[src/rtl/md5_bf_job_ctrl.sv]
// Job controller for one MD5_brute_force_3_symb engine: formats the padded block,
// sweeps the outer character across the printable range and returns one result record.
module md5_bf_job_ctrl #(
  parameter logic [7:0]  SYMB_LO      = 8'd32,
  parameter logic [7:0]  SYMB_HI      = 8'd126,
  parameter int          RST_CYCLES   = 4,
  parameter logic [31:0] PASS_TIMEOUT = 32'd50_000_000
) (
  input  logic         clk,
  input  logic         reset,
  input  logic         job_valid,
  output logic         job_ready,
  input  logic [127:0] job_hash,
  input  logic [63:0]  job_prefix,
  input  logic [3:0]   job_prefix_len,
  input  logic         abort,
  output logic         eng_ce,
  output logic         eng_reset,
  output logic         eng_reset_zero_string,
  output logic [511:0] eng_start_str,
  output logic [31:0]  eng_a_hash,
  output logic [31:0]  eng_b_hash,
  output logic [31:0]  eng_c_hash,
  output logic [31:0]  eng_d_hash,
  input  logic         eng_find_str,
  input  logic [511:0] eng_result_str,
  input  logic         eng_symbols_done,
  output logic         res_valid,
  input  logic         res_ready,
  output logic         res_found,
  output logic         res_error,
  output logic         res_aborted,
  output logic [511:0] res_str,
  output logic [6:0]   res_passes,
  output logic [2:0]   dbg_state
);

  // Handshakes: job and result transfer on the edge where valid && ready are both high;
  // the sender holds its payload stable until that edge.
  localparam logic [2:0] S_IDLE    = 3'd0;
  localparam logic [2:0] S_CHECK   = 3'd1;
  localparam logic [2:0] S_FORMAT  = 3'd2;
  localparam logic [2:0] S_RST_ENG = 3'd3;
  localparam logic [2:0] S_RUN     = 3'd4;
  localparam logic [2:0] S_REPORT  = 3'd5;
  localparam logic [7:0] RST_LAST  = 8'(RST_CYCLES);

  logic [2:0]   state_q, state_d;
  logic         job_ready_q, job_ready_d;
  logic [127:0] hash_q, hash_d;
  logic [63:0]  prefix_q, prefix_d;
  logic [3:0]   plen_q, plen_d;
  logic [7:0]   outer_q, outer_d;
  logic [7:0]   rst_cnt_q, rst_cnt_d;
  logic [31:0]  wd_q, wd_d;
  logic         eng_ce_q, eng_ce_d;
  logic         eng_rst_q, eng_rst_d;
  logic         eng_rzs_q, eng_rzs_d;
  logic [511:0] start_q, start_d;
  logic         res_valid_q, res_valid_d;
  logic         found_q, found_d;
  logic         error_q, error_d;
  logic         aborted_q, aborted_d;
  logic [511:0] res_str_q, res_str_d;
  logic [6:0]   passes_q, passes_d;
  logic         find_q, find_prev_q, done_q, done_prev_q;
  logic         find_rise, done_rise, to_report;
  logic [511:0] fmt;
  logic [7:0]   bit_len;

  assign find_rise = find_q & ~find_prev_q;
  assign done_rise = done_q & ~done_prev_q;
  // Message length in bits is (P+4)*8 = 8P+32; P is at most 8 here, so 8 bits suffice.
  assign bit_len = {1'b0, plen_q, 3'b000} + 8'd32;

  always_comb begin
    fmt = '0;
    for (int i = 0; i < 8; i++) begin
      if (i < int'(plen_q)) fmt[8*i +: 8] = prefix_q[8*i +: 8];
    end
    for (int i = 0; i < 13; i++) begin
      if (i == int'(plen_q)) fmt[8*i +: 8] = outer_q;
      else if (i > int'(plen_q) && i <= int'(plen_q) + 3) fmt[8*i +: 8] = SYMB_LO;
      else if (i == int'(plen_q) + 4) fmt[8*i +: 8] = 8'h80;
    end
    fmt[455:448] = bit_len;
  end

  always_comb begin
    state_d     = state_q;
    job_ready_d = job_ready_q;
    hash_d      = hash_q;
    prefix_d    = prefix_q;
    plen_d      = plen_q;
    outer_d     = outer_q;
    rst_cnt_d   = rst_cnt_q;
    wd_d        = wd_q;
    eng_ce_d    = eng_ce_q;
    eng_rst_d   = eng_rst_q;
    eng_rzs_d   = eng_rzs_q;
    start_d     = start_q;
    res_valid_d = res_valid_q;
    found_d     = found_q;
    error_d     = error_q;
    aborted_d   = aborted_q;
    res_str_d   = res_str_q;
    passes_d    = passes_q;
    to_report   = 1'b0;
    case (state_q)
      S_IDLE: begin
        if (job_valid && job_ready_q) begin
          hash_d      = job_hash;
          prefix_d    = job_prefix;
          plen_d      = job_prefix_len;
          outer_d     = SYMB_LO;
          job_ready_d = 1'b0;
          found_d     = 1'b0;
          error_d     = 1'b0;
          aborted_d   = 1'b0;
          res_str_d   = '0;
          passes_d    = '0;
          state_d     = S_CHECK;
        end
      end
      S_CHECK: begin
        if (abort) begin
          aborted_d = 1'b1;
          to_report = 1'b1;
        end else if (plen_q > 4'd8) begin
          error_d   = 1'b1;
          to_report = 1'b1;
        end else begin
          state_d = S_FORMAT;
        end
      end
      S_FORMAT: begin
        if (abort) begin
          aborted_d = 1'b1;
          to_report = 1'b1;
        end else begin
          start_d   = fmt;
          rst_cnt_d = '0;
          state_d   = S_RST_ENG;
        end
      end
      S_RST_ENG: begin
        if (abort) begin
          aborted_d = 1'b1;
          to_report = 1'b1;
        end else if (rst_cnt_q == RST_LAST) begin
          eng_ce_d  = 1'b1;
          eng_rst_d = 1'b0;
          eng_rzs_d = 1'b0;
          wd_d      = '0;
          state_d   = S_RUN;
        end else begin
          rst_cnt_d = rst_cnt_q + 8'd1;
        end
      end
      S_RUN: begin
        if (abort) begin
          aborted_d = 1'b1;
          to_report = 1'b1;
        end else if (find_rise) begin
          // A coincident done still counts the pass that produced the hit.
          res_str_d = eng_result_str;
          found_d   = 1'b1;
          if (done_rise) passes_d = passes_q + 7'd1;
          to_report = 1'b1;
        end else if (done_rise) begin
          passes_d = passes_q + 7'd1;
          if (outer_q < SYMB_HI) begin
            outer_d   = outer_q + 8'd1;
            eng_ce_d  = 1'b0;
            eng_rst_d = 1'b1;
            eng_rzs_d = 1'b1;
            state_d   = S_FORMAT;
          end else begin
            to_report = 1'b1;
          end
        end else if (wd_q + 32'd1 == PASS_TIMEOUT) begin
          error_d   = 1'b1;
          to_report = 1'b1;
        end else begin
          wd_d = wd_q + 32'd1;
        end
      end
      S_REPORT: begin
        if (res_ready) begin
          res_valid_d = 1'b0;
          job_ready_d = 1'b1;
          state_d     = S_IDLE;
        end
      end
      default: state_d = S_IDLE;
    endcase
    if (to_report) begin
      state_d     = S_REPORT;
      res_valid_d = 1'b1;
      eng_ce_d    = 1'b0;
      eng_rst_d   = 1'b1;
      eng_rzs_d   = 1'b1;
    end
  end

  always_ff @(posedge clk) begin
    if (reset) begin
      state_q     <= S_IDLE;
      job_ready_q <= 1'b1;
      hash_q      <= '0;
      prefix_q    <= '0;
      plen_q      <= '0;
      outer_q     <= '0;
      rst_cnt_q   <= '0;
      wd_q        <= '0;
      eng_ce_q    <= 1'b0;
      eng_rst_q   <= 1'b1;
      eng_rzs_q   <= 1'b1;
      start_q     <= '0;
      res_valid_q <= 1'b0;
      found_q     <= 1'b0;
      error_q     <= 1'b0;
      aborted_q   <= 1'b0;
      res_str_q   <= '0;
      passes_q    <= '0;
      find_q      <= 1'b0;
      find_prev_q <= 1'b0;
      done_q      <= 1'b0;
      done_prev_q <= 1'b0;
    end else begin
      state_q     <= state_d;
      job_ready_q <= job_ready_d;
      hash_q      <= hash_d;
      prefix_q    <= prefix_d;
      plen_q      <= plen_d;
      outer_q     <= outer_d;
      rst_cnt_q   <= rst_cnt_d;
      wd_q        <= wd_d;
      eng_ce_q    <= eng_ce_d;
      eng_rst_q   <= eng_rst_d;
      eng_rzs_q   <= eng_rzs_d;
      start_q     <= start_d;
      res_valid_q <= res_valid_d;
      found_q     <= found_d;
      error_q     <= error_d;
      aborted_q   <= aborted_d;
      res_str_q   <= res_str_d;
      passes_q    <= passes_d;
      find_q      <= eng_find_str;
      find_prev_q <= find_q;
      done_q      <= eng_symbols_done;
      done_prev_q <= done_q;
    end
  end

  assign job_ready             = job_ready_q;
  assign eng_ce                = eng_ce_q;
  assign eng_reset             = eng_rst_q;
  assign eng_reset_zero_string = eng_rzs_q;
  assign eng_start_str         = start_q;
  assign eng_a_hash            = hash_q[127:96];
  assign eng_b_hash            = hash_q[95:64];
  assign eng_c_hash            = hash_q[63:32];
  assign eng_d_hash            = hash_q[31:0];
  assign res_valid             = res_valid_q;
  assign res_found             = found_q;
  assign res_error             = error_q;
  assign res_aborted           = aborted_q;
  assign res_str               = res_str_q;
  assign res_passes            = passes_q;
  assign dbg_state             = state_q;

endmodule

[config.mk]
export PLATFORM = sky130hd
export DESIGN_NAME = md5_bf_job_ctrl
export DESIGN_NICKNAME = d
export VERILOG_FILES = /design/src/rtl/md5_bf_job_ctrl.sv
export SDC_FILE = /design/constraint.sdc
export NUM_CORES = 2
export LEC_CHECK = 0
export ABC_AREA = 1
export CAP_MARGIN = 10
export CORE_AREA = 4 4 728 730
export DETAILED_ROUTE_END_ITERATION = 16
export DIE_AREA = 0 0 732 734
export DONT_BUFFER_PORTS = 1
export SLEW_MARGIN = 20
export SYNTH_ARGS = -nofsm -noshare
export SYNTH_HDL_FRONTEND = slang
export SYNTH_SLANG_ARGS = --single-unit
[constraint.sdc]
create_clock -name clk -period 2.5 [get_ports clk]
set_clock_uncertainty 0.15 [all_clocks]
set_input_delay 0.5 -clock clk [delete_from_list [all_inputs] [get_ports clk]]
set_output_delay 0.5 -clock clk [all_outputs]
set_load 0.01 [all_outputs]
==> results_dict.tcl <==
set metrics [dict create \
    status "finished, violations left" \
    violations "setup timing" \
    slew_headroom 0.160 \
    final.setup.worst_slack_ps -86.0 \
    netlist_area_sq_um 36300 \
    drt_iter0_markers 4053 \
    post_dp_cell_area_sq_um 45200 \
    fin_tns_setup_ps -4490 \
    cp-end-kind "flip-flop" \
    maxSlewViolCount 0 \
    hold_viol 0 \
    tightest_slew_ps 1260 \
    cts_sinks 886 \
    ctsLongestPathBuffers 4 \
    start_util 0.0693 \
    final_area_sq_um 57800 \
    drc 0 \
    clockRootBuffer "clkbuf_16" \
    path_max_fanout 216 \
    antenna_found_initial 360 \
    grtUsageTotal 0.146 \
    drt-total-wl_mm 414 \
    first_global_vias 35185 \
    synth_area_per_cell_sq_um 7.43 \
    crit_required_ps 3120 \
    die_x_um 732 \
    min_period_over_period 1.03 \
    synth_edf_count 0 \
    globalplace.congestion 1.04 \
    grt_first_pass_wirelength_mm 490 \
    dp_hpwl_mm 363 \
    synthCells 4880 \
    final_layout_size_suffix_gt1_frac 0.128 \
    yosys_warnings 0 \
    final_common_cell "nand2_1" \
    clkLatencyLatePin_ps 890 \
    grt_max_degree 217 \
    core_sq_um 524000 \
    synth_cell_types 41 \
    holdWs_ps 117 \
    leakage_nw 20.3 \
    async_reset_ff_frac 0 \
    fin_crit_ps 2590 \
    vdd_drop_max_mv 0.676 \
    nNetsFinal 6494 \
    rows 266 \
    ys_seq_elements 886 \
    nFillCells 60522 \
    critPathLaunchType "primary input" \
    num_vias 38633 \
    area.growth.synth_to_final_pct 59.4 \
    setup_viol 158 \
    crit_arrival_ps 3200 \
    dp_cells 11863 \
    p_per_area_nw_per_um2 1020 \
    via_per_inst 2.98 \
    drtPass1Iterations 9 \
    cts_max_level 3 \
    ant_nets 0 \
    hold_class "primary input to flip-flop" \
    grt-ovfl-total 0 \
    dieHeight_um 734 \
    path_clk_slew_ps 60 \
    mostFrequentLayoutCells "1329 x nand2_1, 783 x dfxtp_1, 717 x dlygate4sd3_1, 669 x a21oi_1, 518 x nor2_1" \
    seq_area_frac_synth 0.489 \
    rsz0062_at_grt "yes" \
    routedWlPerCell_um 32.0 \
    stdcell_count 12954 \
    port_buffers 0 \
    max-cap-violations 0 \
    crit_type "primary input to flip-flop" \
    pre_cts_ws_ps -358 \
    cts_tree "done" \
    total_power_mw 59.1 \
    fin_util 0.110 \
    die_area_sq_um 537000 \
    ios 1885 \
    timing.fmax_ghz 0.387 \
    synthFlopType "dfxtp_1" \
    numCtsBuffers 122 \
]
==> critical path, stage by stage <==
cell and delay, ps:
dlygate4sd3_1 610, clkbuf_16 270, buf_16 330, buf_16 640
a21oi_1 110
==> sequential cells by signal (all words and copies together), names as in the netlist <==
register               count
dbg_state                  3
done_prev_q                1
done_q                     1
eng_ce                     1
eng_reset_zero_string      1
eng_start_str            109
find_prev_q                1
find_q                     1
hash_q                   128
job_ready                  1
outer_q                    8
plen_q                     4
prefix_q                  64
res_aborted                1
res_error                  1
res_found                  1
res_passes                 7
res_str                  512
res_valid                  1
rst_cnt_q                  8
wd_q                      32
==> report_power, final <==
group	switching (mW)	internal (mW)
combinational	11.9	5.70
sequential	6.18	16.7
clock	7.79	10.9
total	25.9	33.3
==> cells in the mapped netlist (5+ instances only) <==
| master | count | area share |
|---|---|---|
| nor3_1 | 31 | 0.0043 |
| ha_1 | 17 | 0.0059 |
| buf_2 | 45 | 0.0062 |
| a32oi_1 | 6 | 0.0014 |
| clkbuf_1 | 236 | 0.024 |
| nor2_1 | 548 | 0.057 |
| nor2_4 | 5 | 0.0016 |
| buf_1 | 5 | 0.00052 |
| nand3_1 | 82 | 0.011 |
| o221ai_1 | 7 | 0.0017 |
| inv_2 | 7 | 0.00072 |
| nor2_2 | 6 | 0.0010 |
| a21oi_1 | 672 | 0.093 |
| nand2_1 | 1361 | 0.14 |
| dfxtp_1 | 886 | 0.49 |
| nand2_2 | 6 | 0.0010 |
| o211ai_1 | 15 | 0.0031 |
| buf_4 | 404 | 0.084 |
| buf_6 | 6 | 0.0019 |
| xor2_1 | 5 | 0.0012 |
| nand4_1 | 17 | 0.0029 |
| inv_1 | 157 | 0.016 |
| o21ai_0 | 318 | 0.044 |
==> per-layer routing <==
metal	part of all wire	track usage
met1	0.38	0.165
met5	0.0052	0.00872
met3	0.21	0.138
met2	0.37	0.193
met4	0.032	0.0380
==> final timing paths <==
check	slack (ps)	startpoint	cells after the start	to
hold reg to reg	280	done_q$_SDFF_PP0_	2	done_prev_q$_SDFF_PP0_
setup / recovery	-90	reset	5	res_str[427]$_SDFFE_PP0P_
hold / removal	120	eng_result_str[421]	3	res_str[421]$_SDFFE_PP0P_
setup reg to reg	-80	wd_q[1]$_SDFFE_PP0P_	17	wd_q[28]$_SDFFE_PP0P_
==> timing repair <==
item                       4_1_cts  5_1_grt
setup endpoints to repair      577      404
pin swaps                        3       12
hold buffers                   719        0
setup buffers                   13        5
hold endpoints to repair       792        0
cloned                           4        5
resized for setup              114      121
==> kinds of logic (layout without fill, tap and decap cells) <==
family                   after synthesis  after routing  share of synthesized area
AO/OA/AOI/OAI                       1041           1041                      0.148
XOR/XNOR                               5              5                    0.00121
adder cells (fa/ha/maj)               17             17                    0.00586
buffers and inverters                864           1441                      0.134
flip-flops                           886            886                      0.489
other                                  1            530                   0.000103
AND/OR/NAND/NOR                     2066           2066                      0.222
==> cell type report <==
cell class	instances	area, sq um	share of cell area
Inverter	168	679	0.0117
Antenna cell	127	318	0.00550
Timing Repair inverter	1	30.0	0.000519
Clock buffer	162	3470	0.0601
Clock inverter	59	691	0.0119
Timing Repair Buffer	1051	10500	0.182
Sequential cell	886	17900	0.309
Tap cell	6968	8720	0.151
Multi-Input combinational cell	3532	15500	0.268
Power figures use the tool's default switching activity.
